**src/rtl/multicycle_sequencer_pkg.sv**
```systemverilog
// Shared encodings for the multi-cycle sequencer: FSM states, opcode[6:2]
// major-opcode constants (also used by the decoder) and fault codes.
package multicycle_sequencer_pkg;

  typedef enum logic [2:0] {
    S_IDLE, S_FETCH, S_DECODE, S_EXEC, S_MEM, S_WB, S_HALT, S_FAULT
  } state_e;

  localparam logic [4:0] OP_IMM = 5'b00100;
  localparam logic [4:0] OP     = 5'b01100;
  localparam logic [4:0] JAL    = 5'b11011;
  localparam logic [4:0] BRANCH = 5'b11000;
  localparam logic [4:0] LOAD   = 5'b00000;
  localparam logic [4:0] STORE  = 5'b01000;

  localparam logic [1:0] FC_NONE    = 2'b00;
  localparam logic [1:0] FC_ILLEGAL = 2'b01;
  localparam logic [1:0] FC_IMEM_TO = 2'b10;
  localparam logic [1:0] FC_DMEM_TO = 2'b11;

  function automatic logic opcode_legal(input logic [6:0] op);
    logic [4:0] f;
    f = op[6:2];
    return (op[1:0] == 2'b11) &&
           (f == OP_IMM || f == OP || f == JAL || f == BRANCH || f == LOAD || f == STORE);
  endfunction

  function automatic logic is_mem_op(input logic [6:0] op);
    return (op[6:2] == LOAD) || (op[6:2] == STORE);
  endfunction

endpackage

```
**src/rtl/multicycle_sequencer_if.sv**
```systemverilog
// Sequencer <-> core/memory signal bundle; master is the sequencer side.
interface multicycle_sequencer_if #(parameter int unsigned CNT_W = 32);
  logic [6:0]       opcode;
  logic             dec_reg_write;
  logic             dec_branch;
  logic             dec_wb_pc;
  logic             br_taken;
  logic             halt;
  logic             imem_ready;
  logic             dmem_ready;
  logic             imem_req;
  logic             ir_we;
  logic             pc_we;
  logic             pc_sel;
  logic             rf_we;
  logic             dmem_req;
  logic             dmem_we;
  logic             fault;
  logic [1:0]       fault_code;
  logic             halted;
  logic [CNT_W-1:0] retired;

  modport master (
    input  opcode, dec_reg_write, dec_branch, dec_wb_pc, br_taken, halt,
           imem_ready, dmem_ready,
    output imem_req, ir_we, pc_we, pc_sel, rf_we, dmem_req, dmem_we,
           fault, fault_code, halted, retired
  );

  modport slave (
    output opcode, dec_reg_write, dec_branch, dec_wb_pc, br_taken, halt,
           imem_ready, dmem_ready,
    input  imem_req, ir_we, pc_we, pc_sel, rf_we, dmem_req, dmem_we,
           fault, fault_code, halted, retired
  );
endinterface

```
**src/rtl/multicycle_sequencer_mem_wait_timer.sv**
```systemverilog
// Saturating wait counter shared by FETCH and MEM; timeout flags once the
// count has reached MEM_TIMEOUT (the caller lets a same-cycle ready win).
module mem_wait_timer #(
  parameter int unsigned MEM_TIMEOUT = 15
) (
  input  logic clk,
  input  logic rst_n,
  input  logic en,
  output logic timeout
);
  localparam int unsigned RAW_W = $clog2(MEM_TIMEOUT + 1);
  localparam int unsigned W     = (RAW_W < 4) ? 4 : RAW_W;
  localparam logic [W-1:0] LIMIT = W'(MEM_TIMEOUT);

  logic [W-1:0] cnt_q, cnt_d;

  // Any cycle without a pending wait clears the count.
  always_comb begin
    cnt_d = '0;
    if (en) cnt_d = (cnt_q == LIMIT) ? cnt_q : cnt_q + 1'b1;
  end

  always_ff @(posedge clk) begin
    if (!rst_n) cnt_q <= '0;
    else        cnt_q <= cnt_d;
  end

  assign timeout = (cnt_q == LIMIT);
endmodule

```
**src/rtl/multicycle_sequencer.sv**
```systemverilog
// One-instruction-at-a-time FETCH/DECODE/EXEC/MEM/WB sequencer with memory
// timeouts, sticky fault reporting and a retired-instruction counter.
module multicycle_sequencer
  import multicycle_sequencer_pkg::*;
#(
  parameter int unsigned CNT_W       = 32,
  parameter int unsigned MEM_TIMEOUT = 15
) (
  input logic                   clk,
  input logic                   rst_n,
  multicycle_sequencer_if.master bus
);
  state_e           state_q, state_d;
  logic [1:0]       fc_q, fc_d;
  logic [CNT_W-1:0] ret_q, ret_d;
  logic             wait_en, timeout;
  logic             imem_req, ir_we, pc_we, pc_sel, rf_we, dmem_req, dmem_we, fault, halted;

  mem_wait_timer #(.MEM_TIMEOUT(MEM_TIMEOUT)) u_wait (
    .clk     (clk),
    .rst_n   (rst_n),
    .en      (wait_en),
    .timeout (timeout)
  );

  always_comb begin
    state_d  = state_q;
    fc_d     = fc_q;
    ret_d    = ret_q;
    wait_en  = 1'b0;
    imem_req = 1'b0;
    ir_we    = 1'b0;
    pc_we    = 1'b0;
    pc_sel   = 1'b0;
    rf_we    = 1'b0;
    dmem_req = 1'b0;
    dmem_we  = 1'b0;
    fault    = 1'b0;
    halted   = 1'b0;
    unique case (state_q)
      S_IDLE: state_d = bus.halt ? S_HALT : S_FETCH;
      S_FETCH: begin
        imem_req = 1'b1;
        if (bus.imem_ready) begin
          ir_we   = 1'b1;
          state_d = S_DECODE;
        end else begin
          wait_en = 1'b1;
          if (timeout) begin
            state_d = S_FAULT;
            fc_d    = FC_IMEM_TO;
          end
        end
      end
      S_DECODE: begin
        if (opcode_legal(bus.opcode)) state_d = S_EXEC;
        else begin
          state_d = S_FAULT;
          fc_d    = FC_ILLEGAL;
        end
      end
      S_EXEC: state_d = is_mem_op(bus.opcode) ? S_MEM : S_WB;
      S_MEM: begin
        dmem_req = 1'b1;
        dmem_we  = (bus.opcode[6:2] == STORE);
        if (bus.dmem_ready) state_d = S_WB;
        else begin
          wait_en = 1'b1;
          if (timeout) begin
            state_d = S_FAULT;
            fc_d    = FC_DMEM_TO;
          end
        end
      end
      S_WB: begin
        // Loads always write rd even if the decoder flag is clear.
        rf_we   = bus.dec_reg_write | (bus.opcode[6:2] == LOAD);
        pc_we   = 1'b1;
        pc_sel  = bus.dec_wb_pc | (bus.dec_branch & bus.br_taken);
        ret_d   = ret_q + 1'b1;
        state_d = bus.halt ? S_HALT : S_FETCH;
      end
      S_HALT: begin
        halted = 1'b1;
        if (!bus.halt) state_d = S_FETCH;
      end
      S_FAULT: fault = 1'b1;
      default: state_d = S_IDLE;
    endcase
  end

  always_ff @(posedge clk) begin
    if (!rst_n) begin
      state_q <= S_IDLE;
      fc_q    <= FC_NONE;
      ret_q   <= '0;
    end else begin
      state_q <= state_d;
      fc_q    <= fc_d;
      ret_q   <= ret_d;
    end
  end

  assign bus.imem_req   = imem_req;
  assign bus.ir_we      = ir_we;
  assign bus.pc_we      = pc_we;
  assign bus.pc_sel     = pc_sel;
  assign bus.rf_we      = rf_we;
  assign bus.dmem_req   = dmem_req;
  assign bus.dmem_we    = dmem_we;
  assign bus.fault      = fault;
  assign bus.fault_code = fc_q;
  assign bus.halted     = halted;
  assign bus.retired    = ret_q;
endmodule

```
**src/flat_wrapper.sv**
```systemverilog
// flat-port wrapper written by rule: the top's interface ports become plain ports
module multicycle_sequencer_flat import multicycle_sequencer_pkg::*;
#(
  parameter int unsigned CNT_W       = 32,
  parameter int unsigned MEM_TIMEOUT = 15
)
  (clk, rst_n, bus_opcode, bus_dec_reg_write, bus_dec_branch, bus_dec_wb_pc, bus_br_taken, bus_halt, bus_imem_ready, bus_dmem_ready, bus_imem_req, bus_ir_we, bus_pc_we, bus_pc_sel, bus_rf_we, bus_dmem_req, bus_dmem_we, bus_fault, bus_fault_code, bus_halted, bus_retired);
  multicycle_sequencer_if #(.CNT_W(CNT_W)) bus_i ();
  input logic clk;
  input logic rst_n;
  input wire logic [$bits(bus_i.opcode)-1:0] bus_opcode;
  input wire logic [$bits(bus_i.dec_reg_write)-1:0] bus_dec_reg_write;
  input wire logic [$bits(bus_i.dec_branch)-1:0] bus_dec_branch;
  input wire logic [$bits(bus_i.dec_wb_pc)-1:0] bus_dec_wb_pc;
  input wire logic [$bits(bus_i.br_taken)-1:0] bus_br_taken;
  input wire logic [$bits(bus_i.halt)-1:0] bus_halt;
  input wire logic [$bits(bus_i.imem_ready)-1:0] bus_imem_ready;
  input wire logic [$bits(bus_i.dmem_ready)-1:0] bus_dmem_ready;
  output wire logic [$bits(bus_i.imem_req)-1:0] bus_imem_req;
  output wire logic [$bits(bus_i.ir_we)-1:0] bus_ir_we;
  output wire logic [$bits(bus_i.pc_we)-1:0] bus_pc_we;
  output wire logic [$bits(bus_i.pc_sel)-1:0] bus_pc_sel;
  output wire logic [$bits(bus_i.rf_we)-1:0] bus_rf_we;
  output wire logic [$bits(bus_i.dmem_req)-1:0] bus_dmem_req;
  output wire logic [$bits(bus_i.dmem_we)-1:0] bus_dmem_we;
  output wire logic [$bits(bus_i.fault)-1:0] bus_fault;
  output wire logic [$bits(bus_i.fault_code)-1:0] bus_fault_code;
  output wire logic [$bits(bus_i.halted)-1:0] bus_halted;
  output wire logic [$bits(bus_i.retired)-1:0] bus_retired;
  assign bus_i.opcode = bus_opcode;
  assign bus_i.dec_reg_write = bus_dec_reg_write;
  assign bus_i.dec_branch = bus_dec_branch;
  assign bus_i.dec_wb_pc = bus_dec_wb_pc;
  assign bus_i.br_taken = bus_br_taken;
  assign bus_i.halt = bus_halt;
  assign bus_i.imem_ready = bus_imem_ready;
  assign bus_i.dmem_ready = bus_dmem_ready;
  assign bus_imem_req = bus_i.imem_req;
  assign bus_ir_we = bus_i.ir_we;
  assign bus_pc_we = bus_i.pc_we;
  assign bus_pc_sel = bus_i.pc_sel;
  assign bus_rf_we = bus_i.rf_we;
  assign bus_dmem_req = bus_i.dmem_req;
  assign bus_dmem_we = bus_i.dmem_we;
  assign bus_fault = bus_i.fault;
  assign bus_fault_code = bus_i.fault_code;
  assign bus_halted = bus_i.halted;
  assign bus_retired = bus_i.retired;
  multicycle_sequencer #(.CNT_W(CNT_W), .MEM_TIMEOUT(MEM_TIMEOUT)) u_core (.clk(clk), .rst_n(rst_n), .bus(bus_i));
endmodule
```
**config.mk**
```make
export PLATFORM = sky130hd
export DESIGN_NAME = multicycle_sequencer_flat
export DESIGN_NICKNAME = d
export VERILOG_FILES = /design/src/rtl/multicycle_sequencer_pkg.sv /design/src/rtl/multicycle_sequencer_if.sv /design/src/rtl/multicycle_sequencer_mem_wait_timer.sv /design/src/rtl/multicycle_sequencer.sv /design/src/flat_wrapper.sv
export SDC_FILE = /design/constraint.sdc
export NUM_CORES = 1
export LEC_CHECK = 0
export BUFFER_PORTS_ARGS = -buffer_cell sky130_fd_sc_hd__buf_2
export CORE_AREA = 2 2 67 69
export DETAILED_ROUTE_END_ITERATION = 12
export DIE_AREA = 0 0 69 71
export GPL_TIMING_DRIVEN = 0
export HOLD_SLACK_MARGIN = 0.12
export PLACE_DENSITY = 0.75
export SYNTH_ARGS = -nofsm -noshare
export SYNTH_HDL_FRONTEND = slang
export SYNTH_SLANG_ARGS = --single-unit
export TNS_END_PERCENT = 30
```
**constraint.sdc**
```tcl
create_clock -name clk -period 2.3 [get_ports clk]
set_input_delay 0.115 -clock clk [delete_from_list [all_inputs] [get_ports clk]]
set_output_delay 0.115 -clock clk [all_outputs]
set_load 0.01 [all_outputs]
```
==> impl_metrics.toml, run 1 <==
[drt]
avgViaCountPerCell = 5.373
ant_nets = 0
drt_iter0_markers = 63
wl_per_cell_um = 12.56
drcViolationCount = 0
vias = 1988
drtPass1Iterations = 4
finalWirelength_um = 4648

[die]
die_x_um = 69
chipHeight_um = 71
ioPinCount = 59
dieArea_mm2 = 0.004899
core.rowCount = 24
coreArea_mm2 = 0.004204
start_util_pct = 49.58

[setup_path]
arrival_ns = 2.25
rrSetupSlack_ns = 0.22
r2r_end = "u_core.bus.retired[30]$_SDFFE_PN0P_"
worstSetupEndpointType = "flop"
critPathKind = "flop to flop"
start_kind = "flop"
worstPathRequired_ns = 2.47
worstRegToRegCells = 7
crit_fanout = 10
reg2reg_from = "u_core.state_q[0]$_SDFFE_PN0P_"

[cts]
clkLatencyLatePin_ns = 0.30
clockBufferDepth = 2
postCtsHoldBufs = 1
post_cts_buffers = 0
htreeDepth = 2
clockRootBuffer = "clkbuf_8"
cts_tree = "yes"
clk_pin_slew_worst_paths_ns = 0.08
cts_sinks = 41
cts_resized = 0
cts-buffers-inserted = 5

[cells_and_area]
final_nets = 335
final_cells = 370
diodes = 0
seqCellArea_um2 = 820.8
fill_cells = 410
layout-drive-gt1-share_pct = 24.84
fin_area_mm2 = 0.002536
multiInputGateArea_mm2 = 0.001182
area_growth_pct = 21.67

[power_and_ir_drop]
clkPwrFrac_pct = 29.3
power_frac_seq_pct = 48.9
p_total_uw = 1608
powerDensity_mw_per_mm2 = 633.9
p_int_uw = 1099
combinationalPowerShare_pct = 21.9
power.switching_uw = 508.9
leakage_uw = 0.001157
irDropWorstVdd_mv = 0.4799
p_sw_share_pct = 31.65

[hold_path]
min-delay-start = "rst_n"
hold_depth = 3
hold_path_class = "input pin to flop"
min_to = "u_core.bus.retired[31]$_SDFFE_PN0P_"

[synthesis]
synthesis.area_mm2 = 0.002084
synth-xor-area-share_pct = 9.244
synth-compound-area-share_pct = 13.27
synth-edff-count = 0
syn-instance-count = 251
ys_ff_latch = 41
synth_top_area_share_pct = 39.38
synth_top_family_by_area = "simple AND/OR/NAND/NOR gates"
syn_nets = 269
yosysSeqAreaShare_pct = 39.38
synth_flop_cell = "dfxtp_1"
ys_top_cells_by_count = "dfxtp_1 (41), nor2_1 (38), nand2_1 (24)"
synth_top_cell_by_area = "dfxtp_1"
synth_fa_ha_area_share_pct = 1.200
syn_avg_cell_area_um2 = 8.305
synthMuxAreaShare_pct = 0.4802
synth_most_common_cell = "dfxtp_1"
synth_cell_types = 46
synth.area.top_cells = "dfxtp_1 (39%), xor2_1 (8.0%), nor2_1 (6.8%), nand2_1 (4.3%), nand3_1 (4.1%)"
synthSimpleGateAreaFrac_pct = 32.53
ys_warn_count = 0
ys_async_sr_fraction_pct = 0

[place]
placed_area_mm2 = 0.002440
portBuffers = 58
gp_congestion = 0.7909
dp.cells = 361
post-dp-hpwl_um = 3425

[global_route]
grt_overflow = 0
antenna_found_initial = 0
grt_pass1_wl_um = 7886
grt_start_max_net_pins = 14
first_global_vias = 1798
grt_usage_pct = 19.70

[run_status]
outcome = "finished clean"

[timing]
min_period_ns = 2.075
maxSlewViolCount = 0
finalClockSkew_ns = 0.01050
worst_pin_slew_ns = 0.6577
hold_violations = 0
rsz0062_at_grt = "false"
period_share_pct = 90.22
setup_viol = 0
hold-worst-slack_ns = 0.1959
max_freq_ghz = 0.4819
fin_setup_tns_ns = 0
slew_headroom_pct = 55.82

[job]
maxCapViolCount = 0
layer usage:
| layer | share of wire, % | wire, um | up-vias | global-route usage (%) |
|---|---|---|---|---|
| met2 | 46 | 2136 | 40 | 30.77 |
| met5 | 0 | 0 | - | 0 |
| met4 | 1.4 | 65 | 0 | 7.190 |
| met3 | 4.0 | 188 | 8 | 5.698 |
| met1 | 49 | 2258 | 918 | 26.09 |
| li1 | - | - | 1022 | - |
cell type report:
cell class / count / share of cell area (%)
timing repair buffer: 59 / 11.84
clock inverter: 3 / 0.6907
inverter: 8 / 1.184
clock buffer: 5 / 2.713
tap: 52 / 2.565
sequential: 41 / 32.36
buffer: 11 / 2.023
multi-input combinational: 191 / 46.62
cell families after synthesis:
kind of cell,count (synthesis)
DFF,41
buffers and inverters,19
adders and majority gates,2
AOI/OAI and AO/OA,41
xor gates and xnor gates,22
muxes,1
and+or+nand+nor,125
power groups by stage:
stage | clock network, uW | logic, uW | registers (uW)
3_3_place_gp | 0 | 342 | 801
6_report | 471 | 352 | 785
5_1_grt | 502 | 400 | 792
2_1_floorplan | 0 | 249 | 797
3_5_place_dp | 0 | 351 | 803
4_1_cts | 479 | 353 | 785
critical path, stage by stage (launching register included):
cell	delay [ns]
dfxtp_1	0.47
nand3b_4	0.12
buf_4	0.19
nor4_4	0.44
nand2_1	0.11
buf_2	0.20
o311ai_1	0.30
o41ai_1	0.12
state kept, by name, indices dropped and copies added, names as in the netlist:
name	cells
u_core.u_wait.cnt_q	4
u_core.bus.fault_code	2
u_core.state_q	3
u_core.bus.retired	32
worst max-delay path by stage:
stage | from | endpoint | slack [ns]
2_1_floorplan | u_core.bus.retired[0]$_SDFFE_PN0P_ | u_core.bus.retired[30]$_SDFFE_PN0P_ | 0.45
3_3_place_gp | u_core.bus.retired[0]$_SDFFE_PN0P_ | u_core.bus.retired[30]$_SDFFE_PN0P_ | 0.25
3_5_place_dp | u_core.state_q[0]$_SDFFE_PN0P_ | u_core.bus.retired[30]$_SDFFE_PN0P_ | 0.24
4_1_cts | u_core.state_q[0]$_SDFFE_PN0P_ | u_core.bus.retired[30]$_SDFFE_PN0P_ | 0.21
5_1_grt | u_core.bus.retired[0]$_SDFFE_PN0P_ | u_core.bus.retired[30]$_SDFFE_PN0P_ | 0.04
6_report | u_core.state_q[0]$_SDFFE_PN0P_ | u_core.bus.retired[30]$_SDFFE_PN0P_ | 0.22
cells in the final DEF (no fill, tap or decap), types with 3 or more instances in the layout:
master / n
nor3_1: 4
xnor2_1: 3
o311ai_0: 4
o21ai_0: 9
o41ai_1: 3
or3_1: 3
buf_2: 60
nor2_1: 38
inv_1: 7
dfxtp_1: 41
xor2_1: 19
clkbuf_1: 7
nand4_1: 9
nand3_1: 17
and3_1: 5
a21oi_1: 10
nand2b_1: 8
nand2_1: 24
clkbuf_8: 5
through the flow:
stage / worst slack [ns] / util [%]
floorplan: 0.4549 / -
global placement: 0.2538 / 58.04
detailed placement: 0.2361 / 58.04
CTS: 0.2072 / 60.33
global route: 0.03849 / 60.33
finish: 0.2249 / 60.33
Power figures use the tool's default switching activity.
==> run 2: changes to the inputs <==
Settings changed: MAX_ROUTING_LAYER set to met4.
==> impl_metrics.toml, run 2 (synthesized netlist as in run 1, its figures left out) <==
[run_status]
outcome = "finished clean"

[setup_path]
worst-path-buf-inv = 2
start_kind = "flop"
critPathKind = "flop to flop"
worstPathCellList = "nand3b_4 > buf_4 > nor4_4 > nand2_1 > buf_2 > o311ai_1 > o41ai_1"
crit_path_top_delay_cell = "dfxtp_1"
worstSetupEndpointType = "flop"
crit_fanout = 10
arrival_ns = 2.25
critPathTopFamily = "simple AND/OR/NAND/NOR gates"
worstPathRequired_ns = 2.47
max_stage_delay_ns = 0.47

[global_route]
grt_usage_pct = 20.30
grt_overflow = 0
antenna_found_initial = 0
grt_start_max_net_pins = 14
first_global_vias = 1793
grt_pass1_wl_um = 7907

[timing]
hold_violations = 0
slew_headroom_pct = 55.87
fin_setup_tns_ns = 0
rsz0062_at_grt = "false"
setup_ws_ns = 0.2241
min_period_ns = 2.076
maxSlewViolCount = 0
setup_viol = 0
period_share_pct = 90.26
max_freq_ghz = 0.4817
finalClockSkew_ns = 0.01006
worst_pin_slew_ns = 0.6570

[cts]
post_cts_buffers = 0
cts_resized = 0
clk_pin_slew_worst_paths_ns = 0.08
clockRootBuffer = "clkbuf_8"
cts-buffers-inserted = 5
cts_tree = "yes"
clkLatencyLatePin_ns = 0.30
htreeDepth = 2
clockBufferDepth = 2
postCtsHoldBufs = 1
cts_sinks = 41

[cells_and_area]
layout-drive-gt1-share_pct = 24.84
final_core_util_pct = 60.33
final_common_cell = "buf_2"
diodes = 0
final_cell_mix = "buf_2 (60), dfxtp_1 (41), nor2_1 (38), nand2_1 (24), xor2_1 (19)"
area_growth_pct = 21.67
final_cells = 370
largest_reg_flops = 32
final_nets = 335

[drt]
ant_nets = 0
vias = 1986
avgViaCountPerCell = 5.368
drt_iter0_markers = 63
wl_per_cell_um = 12.56
drtPass1Iterations = 4
drcViolationCount = 0
finalWirelength_um = 4647

[die]
start_util_pct = 49.58
dieArea_mm2 = 0.004899
ioPinCount = 59
coreArea_mm2 = 0.004204
die_x_um = 69
chipHeight_um = 71
core.rowCount = 24

[power_and_ir_drop]
leakage_uw = 0.001157
p_total_uw = 1606
powerDensity_mw_per_mm2 = 633.1
irDropWorstVdd_mv = 0.4790

[place]
gp_congestion = 0.8021
post-dp-hpwl_um = 3425
dp_slack_ns = 0.2361
dp.cells = 361
portBuffers = 58

[hold_path]
hold_path_class = "input pin to flop"

[job]
maxCapViolCount = 0
==> run 2: worst reg2reg max path: cells and delay by family (launching register included) <==
family,cells,cell delay [ns]
simple gates,3,0.67
buf+inv,2,0.39
flops,1,0.47
compound gates,2,0.42
==> run 2: per-layer routing <==
layer / track usage (%) / vias up / wire (um)
met2: 30.77 / 42 / 2149
met1: 26.09 / 914 / 2236
met3: 5.698 / 8 / 179
li1: - / 1022 / -
met5: - / - / 0
met4: 7.190 / 0 / 80
==> run 2: area by class of cell <==
class	instances	area (um^2)
clock inverter	3	17.52
fill	410	1668
buffer	11	51.30
tap	52	65.06
sequential	41	820.8
timing repair buffer	59	300.3
inverter	8	30.03
multi-input combinational	191	1182
clock buffer	5	68.82
==> run 2: report_power, final <==
part	total (uW)	leakage, uW	switching [uW]	internal (uW)
Sequential	785	0.000331	42.6	743
Clock	468	0.0000439	259	209
Combinational	352	0.000782	205	147
Total	1610	0.00116	507	1100
==> run 2: per-stage QoR <==
step	cell area [um^2]	hold WS (ns)
after floorplan	2085	0.2270
after global placement	2440	0.4017
after detailed placement	2440	0.4003
after CTS	2536	0.1971
after global routing	2536	0.2111
final	2536	0.2000
==> run 2: final timing paths <==
check                                                      startpoint                                     to  slack (ns)  depth (start not counted)
worst max-delay path                   u_core.state_q[0]$_SDFFE_PN0P_    u_core.bus.retired[30]$_SDFFE_PN0P_        0.22                          7
worst min-delay path                                            rst_n    u_core.bus.retired[31]$_SDFFE_PN0P_        0.20                          3
worst max register to register         u_core.state_q[0]$_SDFFE_PN0P_    u_core.bus.retired[30]$_SDFFE_PN0P_        0.22                          7
worst min register to register  u_core.bus.fault_code[1]$_SDFFE_PN0P_  u_core.bus.fault_code[1]$_SDFFE_PN0P_        0.50                          2
==> run 3: changes to the inputs <==
Settings changed: CORE_AREA 2 2 67 69 to 2 2 88 90, DIE_AREA 0 0 69 71 to 0 0 90 92, PLACE_DENSITY 0.75 to 0.47, SYNTH_HIERARCHICAL set to 1.
==> impl_metrics.toml, run 3 <==
[run_status]
outcome = "finished clean"

[global_route]
met2_usage_pct = 20.30
antenna_found_initial = 0
grt_overflow = 0
first_global_vias = 1900
gr-usage-met3_pct = 3.780
met1_usage_pct = 16.68
grt_pass1_wl_um = 8714
grt_start_max_net_pins = 14
busiest_layer = "met2"
grt_usage_pct = 13.06

[cells_and_area]
final_cells = 424
layout-drive-gt1-share_pct = 23.60
diodes = 0
largest_reg_flops = 32
final_cell_mix = "buf_2 (58), nor2_1 (44), dfxtp_1 (41), xor2_1 (19), nand2_1 (17)"
final_nets = 339
final_common_cell = "buf_2"
area_growth_pct = 26.84

[power_and_ir_drop]
irDropWorstVdd_mv = 0.2465
powerDensity_mw_per_mm2 = 637.7
leakage_uw = 0.001135
combinationalPowerShare_pct = 18.3
p_total_uw = 1689
power.switching_uw = 479.1
power_frac_seq_pct = 45.4
clkPwrFrac_pct = 36.4
p_int_uw = 1210
p_sw_share_pct = 28.36

[synthesis]
synth_cell_types = 44
ys_warn_count = 6
syn_nets = 273
synth_top_area_share_pct = 39.30
synth-edff-count = 0
ys_top_cells_by_count = "nor2_1 (44), dfxtp_1 (41), xor2_1 (19)"
synth_most_common_cell = "nor2_1"
synth.area.top_cells = "dfxtp_1 (39%), xor2_1 (8.0%), nor2_1 (7.9%), a21oi_1 (3.4%), nand3_1 (3.4%)"
synthesis.area_mm2 = 0.002088
yosysSeqAreaShare_pct = 39.30
ys_async_sr_fraction_pct = 0
ys_ff_latch = 41
syn_avg_cell_area_um2 = 8.189
synth_flop_cell = "dfxtp_1"
synth_top_cell_by_area = "dfxtp_1"
syn-instance-count = 255

[drt]
drtPass1Iterations = 4
finalWirelength_um = 5180
avgViaCountPerCell = 4.748
drcViolationCount = 0
wl_per_cell_um = 12.22
vias = 2013
drt_iter0_markers = 102
ant_nets = 0

[setup_path]
crit_path_start = "u_core/state_q[0]$_SDFFE_PN0P_"
start_kind = "flop"
reg2reg_from = "u_core/bus.retired[3]$_SDFFE_PN0P_"
crit_fanout = 10
rrSetupSlack_ns = 0.27
arrival_ns = 1.93
r2r_end = "u_core/bus.retired[31]$_SDFFE_PN0P_"
critPathKind = "flop to output pin"
worstSetupEndpoint = "bus_rf_we"
worstRegToRegCells = 5
worstPathRequired_ns = 2.18
worstSetupEndpointType = "output pin"

[timing]
finalClockSkew_ns = 0.008744
min_period_ns = 2.047
maxSlewViolCount = 0
fin_setup_tns_ns = 0
slew_headroom_pct = 61.56
hold-worst-slack_ns = 0.1393
hold_violations = 0
period_share_pct = 88.99
setup_viol = 0
max_freq_ghz = 0.4886
setup_ws_ns = 0.2533
worst_pin_slew_ns = 0.5718
rsz0062_at_grt = "false"

[die]
dieArea_mm2 = 0.008280
core.rowCount = 32
chipHeight_um = 92
die_x_um = 90
coreArea_mm2 = 0.007447
ioPinCount = 59
start_util_pct = 28.04

[place]
dp.cells = 415
post-dp-hpwl_um = 3796
portBuffers = 58
gp_congestion = 0.7384
dp_slack_ns = 0.1117

[cts]
clockBufferDepth = 2
clk_pin_slew_worst_paths_ns = 0.08
cts_tree = "yes"
cts-buffers-inserted = 5
clkLatencyLatePin_ns = 0.30
clockRootBuffer = "clkbuf_8"
htreeDepth = 2
post_cts_buffers = 0
cts_sinks = 41

[job]
maxCapViolCount = 0

[hold_path]
hold_path_class = "input pin to flop"
run 3: changes by cell type after synthesis, sizes merged, moves of 4 or more:
cell,change
a21oi,+4
buf,-4
nand2,-7
nand2b,-5
nor2,+6
o311ai,-4
or3,+5
run 3: per-stage QoR:
stage          utilization, %  instance area [um^2]
6_report                35.57                  2649
5_1_grt                 35.57                  2649
4_1_cts                 35.40                  2636
3_5_place_dp            33.65                  2506
3_3_place_gp            33.65                  2506
2_1_floorplan               -                  2088
run 3: layer usage:
| layer | up-vias | wire [um] |
|---|---|---|
| li1 | 1030 | - |
| met1 | 919 | 2572 |
| met2 | 60 | 2202 |
| met3 | 4 | 374 |
| met4 | 0 | 31 |
| met5 | - | 0 |
run 3: how the worst min path moves through the flow:
stage / end / cells past startpoint / startpoint / slack [ns]
6_report: u_core/bus.fault_code[0]$_SDFFE_PN0P_ / 2 / rst_n / 0.14
5_1_grt: u_core/bus.fault_code[0]$_SDFFE_PN0P_ / 2 / rst_n / 0.14
4_1_cts: u_core/bus.fault_code[0]$_SDFFE_PN0P_ / 2 / rst_n / 0.13
3_5_place_dp: u_core/state_q[0]$_SDFFE_PN0P_ / 2 / bus_halt / 0.42
3_3_place_gp: u_core/state_q[0]$_SDFFE_PN0P_ / 2 / bus_halt / 0.42
2_1_floorplan: u_core/bus.fault_code[1]$_SDFFE_PN0P_ / 2 / rst_n / 0.22
run 3: power by group through the flow:
stage	clock network, uW	logic [uW]	registers, uW
after floorplan	0	210	778
after global placement	0	309	782
after detailed placement	0	307	782
after CTS	641	310	766
after global routing	667	349	772
final	615	308	766
run 3: cell type report:
| class | instances | area [um^2] |
|---|---|---|
| buffer | 6 | 22.52 |
| clock buffer | 6 | 82.58 |
| clock inverter | 2 | 37.54 |
| fill | 796 | 4798 |
| inverter | 10 | 37.54 |
| multi-input combinational | 198 | 1220 |
| sequential | 41 | 820.8 |
| tap | 102 | 127.6 |
| timing repair buffer | 59 | 300.3 |
run 3: worst max-delay path: stages (launching register included):
cell      delay [ns]
dfxtp_1         0.44
clkbuf_1        0.37
nand2_1         0.17
nor2_1          0.36
o21a_1          0.18
buf_2           0.12
run 3: cell families (layout without fill, tap and decap cells):
logic type	after synthesis	after routing	share of synthesized area (%)
flops	41	41	39.31
simple gates	126	126	32.18
xor+xnor	25	25	10.49
mux	2	2	0.9587
compound gates	43	43	13.00
fa+ha+maj	2	2	1.198
buf+inv	16	83	2.876
run 3: repair_timing:
item,in CTS,in global routing
endpoints found under the hold margin,1,0
gates resized for setup,0,2
endpoints found under the setup margin,0,9
hold buffers,1,0
